<file path="src/rtl/mem_pkg.sv">
// Shared types for the memory-stage access unit.
//   acc_t     : decoded access width/sign class
//   mstate_t  : access FSM states
//   wreg_t    : M->W pipeline register contents
//   decode_acc: maps instruction class bits + byte enables to acc_t
package mem_pkg;

  localparam int MEM_TIMEOUT_DEF = 64;
  localparam int NUM_LANES       = 4;   // byte lanes per 32-bit word

  typedef enum logic [2:0] {NONE, WORD, BYTE, HALF, SBYTE, SHALF} acc_t;

  typedef enum logic [1:0] {IDLE, WAIT, ERR} mstate_t;

  typedef struct packed {
    logic        pcsrc;
    logic        regwrite;
    logic        memtoreg;
    logic        memerr;
    logic [3:0]  rd;
    logic [31:0] aluout;
    logic [31:0] readdata;
  } wreg_t;

  // Class 01 is the word/unsigned-byte family (width from byte enables),
  // class 00 is the halfword/signed family (width from op bits 6:5).
  function automatic acc_t decode_acc(input logic [1:0] cls,
                                      input logic [1:0] op,
                                      input logic [3:0] be);
    acc_t t;
    t = NONE;
    if (cls == 2'b01) begin
      if (be == 4'b1111)
        t = WORD;
      else if (be == 4'b0001 || be == 4'b0010 || be == 4'b0100 || be == 4'b1000)
        t = BYTE;
    end else if (cls == 2'b00) begin
      case (op)
        2'b01:   t = HALF;
        2'b10:   t = SBYTE;
        2'b11:   t = SHALF;
        default: t = NONE;
      endcase
    end
    return t;
  endfunction

endpackage

</file>
<file path="src/rtl/load_extract.sv">
// Combinational load-data alignment: picks the byte or halfword lane out of
// the returned memory word and zero/sign extends it to 32 bits.
//   atype   : decoded access type
//   addr_lo : low address bits (lane select; bit 0 ignored for halfwords)
//   rdata   : raw word from data memory
//   data    : extracted, extended load value
module load_extract
  import mem_pkg::*;
(
  input  acc_t        atype,
  input  logic [1:0]  addr_lo,
  input  logic [31:0] rdata,
  output logic [31:0] data
);

  logic [NUM_LANES-1:0][7:0] lanes;
  logic [7:0]                b;
  logic [15:0]               h;

  assign lanes = rdata;
  assign b     = lanes[addr_lo];
  assign h     = addr_lo[1] ? {lanes[3], lanes[2]} : {lanes[1], lanes[0]};

  always_comb begin
    case (atype)
      BYTE:    data = {24'd0, b};
      SBYTE:   data = {{24{b[7]}}, b};
      HALF:    data = {16'd0, h};
      SHALF:   data = {{16{h[15]}}, h};
      default: data = rdata;   // WORD (and undecodable) pass through
    endcase
  end

endmodule

</file>
<file path="src/rtl/mem_access_unit.sv">
// Memory stage of the pipeline: issues data-memory accesses, stalls the
// front of the pipe while memory is slow, times out hung accesses and
// registers the M->W pipeline state.
//   clk, reset        : clock, async active-high reset
//   *M inputs         : memory-stage controls, address, store data, decode bits
//   mem_* outputs     : request, write, aligned address, lane-replicated data, lane enables
//   mem_ready/rdata   : memory handshake / read data
//   StallM            : freeze F/D/E/M while an access is outstanding
//   *W outputs        : writeback register contents, MemErrW flags a timed-out access
module mem_access_unit
  import mem_pkg::*;
#(
  parameter int MEM_TIMEOUT = MEM_TIMEOUT_DEF
) (
  input  logic        clk,
  input  logic        reset,
  input  logic        PCSrcM,
  input  logic        RegWriteM,
  input  logic        MemtoRegM,
  input  logic        MemWriteM,
  input  logic [3:0]  RdM,
  input  logic [31:0] ALUResultM,
  input  logic [31:0] WriteDataM,
  input  logic [1:0]  Instr27_26M,
  input  logic [1:0]  Instr6_5M,
  input  logic [3:0]  byteEnableM,
  output logic        mem_req,
  output logic        mem_we,
  output logic [31:0] mem_addr,
  output logic [31:0] mem_wdata,
  output logic [3:0]  mem_be,
  input  logic        mem_ready,
  input  logic [31:0] mem_rdata,
  output logic        StallM,
  output logic        PCSrcW,
  output logic        RegWriteW,
  output logic        MemtoRegW,
  output logic [3:0]  RdW,
  output logic [31:0] ALUOutW,
  output logic [31:0] ReadDataW,
  output logic        MemErrW
);

  localparam int CW = $clog2(MEM_TIMEOUT + 1);

  acc_t          atype;
  logic          active;
  mstate_t       state, state_nx;
  logic [CW-1:0] wcnt, wcnt_nx;
  logic          req, stall, abort;
  logic [3:0]    be;
  logic [31:0]   wdata;
  logic [31:0]   ld_data;
  wreg_t         wreg, wreg_nx;

  assign active = MemtoRegM | MemWriteM;
  assign atype  = decode_acc(Instr27_26M, Instr6_5M, byteEnableM);

  // Lane enables and store-data replication. Halfwords ignore addr[0]
  // (misalignment is silently rounded, never faulted).
  always_comb begin
    be    = 4'b1111;
    wdata = WriteDataM;
    case (atype)
      BYTE, SBYTE: begin
        be    = 4'b0001 << ALUResultM[1:0];
        wdata = {4{WriteDataM[7:0]}};
      end
      HALF, SHALF: begin
        be    = ALUResultM[1] ? 4'b1100 : 4'b0011;
        wdata = {2{WriteDataM[15:0]}};
      end
      default: ;
    endcase
  end

  load_extract u_ext (
    .atype   (atype),
    .addr_lo (ALUResultM[1:0]),
    .rdata   (mem_rdata),
    .data    (ld_data)
  );

  // Access FSM. The pipe is frozen while stalled, so the M inputs (and hence
  // the request fields derived from them) stay stable across WAIT.
  always_comb begin
    state_nx = state;
    wcnt_nx  = wcnt;
    req      = 1'b0;
    stall    = 1'b0;
    abort    = 1'b0;
    case (state)
      IDLE: begin
        if (active) begin
          req = 1'b1;
          if (!mem_ready) begin
            stall    = 1'b1;
            state_nx = WAIT;
            wcnt_nx  = '0;
          end
        end
      end
      WAIT: begin
        req = 1'b1;
        if (mem_ready) begin
          state_nx = IDLE;
        end else begin
          stall = 1'b1;
          // wcnt holds WAIT cycles already spent; this is the last allowed one
          if (wcnt == CW'(MEM_TIMEOUT - 1)) begin
            state_nx = ERR;
            wcnt_nx  = '0;
          end else begin
            wcnt_nx = wcnt + 1'b1;
          end
        end
      end
      ERR: begin
        abort    = 1'b1;
        state_nx = IDLE;
      end
      default: state_nx = IDLE;
    endcase
  end

  // Reset must kill the request/stall immediately, not at the next edge.
  assign mem_req   = req & ~reset;
  assign StallM    = stall & ~reset;
  assign mem_we    = mem_req & MemWriteM;
  assign mem_addr  = mem_req ? {ALUResultM[31:2], 2'b00} : '0;
  assign mem_be    = mem_req ? be : '0;
  assign mem_wdata = mem_req ? wdata : '0;

  // W register: bubble while stalled, error marker after a timeout,
  // otherwise capture the M stage. ReadDataW only moves on a load.
  always_comb begin
    wreg_nx        = wreg;
    wreg_nx.memerr = 1'b0;
    if (stall) begin
      wreg_nx.pcsrc    = 1'b0;
      wreg_nx.regwrite = 1'b0;
      wreg_nx.memtoreg = 1'b0;
    end else if (abort) begin
      wreg_nx.pcsrc    = 1'b0;
      wreg_nx.regwrite = 1'b0;
      wreg_nx.memtoreg = 1'b0;
      wreg_nx.memerr   = 1'b1;
      wreg_nx.rd       = RdM;
      wreg_nx.aluout   = ALUResultM;
    end else begin
      wreg_nx.pcsrc    = PCSrcM;
      wreg_nx.regwrite = RegWriteM;
      wreg_nx.memtoreg = MemtoRegM;
      wreg_nx.rd       = RdM;
      wreg_nx.aluout   = ALUResultM;
      if (MemtoRegM) wreg_nx.readdata = ld_data;
    end
  end

  always_ff @(posedge clk or posedge reset) begin
    if (reset) begin
      state <= IDLE;
      wcnt  <= '0;
      wreg  <= '0;
    end else begin
      state <= state_nx;
      wcnt  <= wcnt_nx;
      wreg  <= wreg_nx;
    end
  end

  assign PCSrcW    = wreg.pcsrc;
  assign RegWriteW = wreg.regwrite;
  assign MemtoRegW = wreg.memtoreg;
  assign MemErrW   = wreg.memerr;
  assign RdW       = wreg.rd;
  assign ALUOutW   = wreg.aluout;
  assign ReadDataW = wreg.readdata;

endmodule

</file>
<file path="config.mk">
export PLATFORM = sky130hd
export DESIGN_NAME = mem_access_unit
export DESIGN_NICKNAME = d
export VERILOG_FILES = /design/src/rtl/mem_pkg.sv /design/src/rtl/load_extract.sv /design/src/rtl/mem_access_unit.sv
export SDC_FILE = /design/constraint.sdc
export NUM_CORES = 1
export LEC_CHECK = 0
export ABC_AREA = 1
export CAP_MARGIN = 0
export CORE_ASPECT_RATIO = 2
export CORE_UTILIZATION = 41
export CTS_BUF_LIST = sky130_fd_sc_hd__clkbuf_8
export CTS_CLUSTER_SIZE = 12
export DETAILED_ROUTE_END_ITERATION = 8
export PLACE_DENSITY = 0.8
export SYNTH_ARGS = -nofsm -noshare
export SYNTH_HDL_FRONTEND = slang
export SYNTH_SLANG_ARGS = --single-unit
</file>
<file path="constraint.sdc">
create_clock -name clk -period 4.7 [get_ports clk]
set_clock_uncertainty 0.15 [all_clocks]
set_input_delay 0.705 -clock clk [delete_from_list [all_inputs] [get_ports clk]]
set_output_delay 0.705 -clock clk [all_outputs]
set_load 0.05 [all_outputs]
</file>
==> summary.md <==
| Metric | Value |
|---|---|
| RSZ-0062 raised after global routing | false |
| EDFF count, synth | 0 |
| Post-synthesis xor/xnor area fraction | 0% |
| Maximum vdd drop | 0.0002766 V |
| Post-Syn Area per Cell | 7.128 µm² |
| Multi-input gate area | 2335 µm² |
| Fillers | 1,036 |
| Synth cell types | 37 |
| Startpoint class of the critical path | input pin |
| Commonest cells in the netlist | nand2_1, nor2_1, dfrtp_1 |
| Layout cells sized above 1 | 15.58% |
| PwrDens | 376.2 nW/µm² |
| Setup-failing EPs final | 0 |
| Adder-cell share of the synthesized area | 0.2585% |
| Area share of the largest cell type after synthesis | 41.88% |
| Antenna violations before repair | 0 |
| Syn Inst Count | 679 |
| Gr usage total | 26.38% |
| Core area | 11,420 µm² |
| Final Hold Viols | 0 |
| Top cells by area, synth | dfrtp_1, nand2_1, nor2_1 |
| Leakage | 0.003617 µW |
| Worst Path Arrival | 2.68 ns |
| Reg-to-Reg Start | state[0]$_DFFE_PP0P_ |
| CTS Buffer Depth | 2 |
| Post-Syn Area | 4840 µm² |
| Count leader, synth | nand2_1 |
| Leading area contributor after synthesis | dfrtp_1 |
| Worst-Margin Slew | 0.9984 ns |
| Postcts setup bufs | 0 |
| CTS tree | built |
| H-tree depth | 3 |
| Place WS | 1.163 ns |
| Drt drc | 0 |
| Routability Congestion | 0.8272 |
| Vias in the first global route | 4,928 |
| Global routing usage on met3 | 5.848% |
| Critical path class | input pin to output pin |
| Main combinational cell family by area after synthesis | simple AND/OR/NAND/NOR gates |
| Slew Limit Fails | 0 |
| GR Util met2 | 49.32% |
| Rows | 55 |
| Final nets | 1,035 |
| CP Max Fanout | 36 |
| Hold buffer count at CTS | 0 |
| Clock root buffer | clkbuf_8 |
| Slew HR | 33.44% |
| CTS Buf Count | 9 |
| Yosys reg bits | 81 |
| Largest net degree at the start of global routing | 82 |
| Top Usage Layer GRT | met2 |
| Post-route setup slack | 1.166 ns |
| Clock Latency Late Sink | 0.36 ns |
| Fmax | 0.2830 GHz |
| Warnings from Yosys | 0 |
| Dpl cell area | 7262 µm² |
| Simple-gate share of the synthesized area | 35.63% |
| DR iter-0 viols | 272 |
| Grt met1 use | 26.25% |
| DRT Wirelength | 16,190 µm |
| DIE HEIGHT | 155.7 µm |
| Die Wd | 78.83 µm |
| R2R depth | 9 |
| HPWL Detailed | 12,510 µm |
| Total Die Area | 12,270 µm² |
| Tcrit/Tclk final | 75.19% |
| Initial Util | 42.37% |
| CP endpoint | mem_wdata[15] |
| Seq/Total Area, Yosys | 41.88% |
| Asr flop ratio synth | 100.0% |
| CP Capture Type | output pin |
| WL/cell | 15.19 µm |
| Vias per cell | 4.795 |
| Min-delay worst type | flip-flop to flip-flop |
| Worst setup startpoint | byteEnableM[1] |
| Synth Area in Compound Gates | 12.20% |
| Max-cap violations | 0 |
| Synth Flop Type | dfrtp_1 |
| Post-CTS sizing | 0 |
| Num ports | 258 |
| FF-to-FF setup slack | 2.37 ns |
| Area delta synth->final | 53.72% |
| Total number of vias | 5,112 |
| Outcome | complete, no violations |
| IO buf count | 255 |
| Final antenna-violating net count | 0 |
| Proportion of synthesized area in mux cells | 0% |
| First-pass DRT Iterations | 4 |
| Req. time, crit path | 3.85 ns |
| Ant diodes | 0 |
| FF/Latch Area | 2027 µm² |
| Grt total ovfl | 0 |
| Sink Count | 81 |
| Reg2reg end | ReadDataW[22]$_DFFE_PP0P_ |
| First-pass GRT wire length | 24,560 µm |
| Worst-path clk slew | 0.08 ns |
| Sum of negative setup slack | 0 ns |
| Final min period | 3.534 ns |
| Post-route cell area | 7440 µm² |
## where the power goes
| group | internal (µW) | total (µW) | switching, µW | leakage [µW] |
|---|---|---|---|---|
| logic | 483 | 1430 | 943 | 0.00257 |
| registers | 825 | 901 | 75.9 | 0.000966 |
| clock network | 195 | 472 | 277 | 0.0000822 |
## layer usage
layer / up-vias / part of all wire [%] / routed length, µm
met3: 39 / 6.8 / 1095
met2: 218 / 53 / 8606
met4: 0 / 5.0 / 806
li1: 2573 / - / -
met5: - / 0 / 0
met1: 2282 / 35 / 5685
## through the flow
stage / hold slack (ns) / total power, µW / instances / util [%]
4_1_cts: 0.3431 / 2817 / 1066 / 65.13
2_1_floorplan: 0.3048 / 1827 / 680 / -
6_report: 0.3365 / 2799 / 1066 / 65.13
3_3_place_gp: 0.3128 / 2333 / 1050 / 63.57
3_5_place_dp: 0.3156 / 2344 / 1050 / 63.57
5_1_grt: 0.3591 / 2932 / 1066 / 65.13
## state kept, by name, indices dropped and copies added (netlist names)
signal / flops
ALUOutW: 32
MemErrW: 1
MemtoRegW: 1
PCSrcW: 1
RdW: 4
ReadDataW: 32
RegWriteW: 1
state: 2
wcnt: 7
## critical path, cell delays in order
cell and delay, ns:
clkdlybuf4s50_1 0.42, nor2_1 0.15, inv_1 0.05, nand2_1 0.05, nand2_1 0.07, nand2_4 0.14
nand3_4 0.32, nand3_1 0.21, nand2_1 0.08, nor2_1 0.21, buf_4 0.24
## final cells by class
cell class / instances / area share, %
clock buffers: 9 / 1.665
flip-flops and latches: 81 / 27.25
well taps: 142 / 2.388
inverters: 75 / 3.868
multi-input cells: 490 / 31.38
clock inverters: 7 / 0.7232
repair buffers: 262 / 32.73
## worst min-delay path by stage
stage / from / end / slack (ns) / depth (start not counted)
after global placement: RdW[3]$_DFFE_PP0N_ / RdW[3]$_DFFE_PP0N_ / 0.31 / 2
after detailed placement: RdW[2]$_DFFE_PP0N_ / RdW[2]$_DFFE_PP0N_ / 0.32 / 2
final: ALUOutW[16]$_DFFE_PP0N_ / ALUOutW[16]$_DFFE_PP0N_ / 0.34 / 2
after CTS: ALUOutW[6]$_DFFE_PP0N_ / ALUOutW[6]$_DFFE_PP0N_ / 0.34 / 2
after global routing: RdW[0]$_DFFE_PP0N_ / RdW[0]$_DFFE_PP0N_ / 0.36 / 2
after floorplan: wcnt[4]$_DFFE_PP0P_ / wcnt[4]$_DFFE_PP0P_ / 0.30 / 1
## cells in the final DEF, fill, tap and decap left out, types with 9 or more instances in the layout
cell             synthesis  final
dfrtp_1                 81     81
inv_1                   69     68
a21boi_1                12     12
clkbuf_8                 0      9
nand3_1                 27     27
clkdlybuf4s50_1          0    187
or2_2                   24     24
nor2_1                 140    140
a21boi_2                10     10
nand2_1                149    149
buf_4                    8     75
o21ai_0                 62     62
or2_1                   21     21
## cells by family after synthesis
| family | Yosys count |
|---|---|
| simple gates | 390 |
| buf+inv | 109 |
| compound gates | 97 |
| flops | 81 |
| fa+ha+maj | 1 |
| other cells | 1 |
Note: power is estimated with default switching activity, not from simulation.
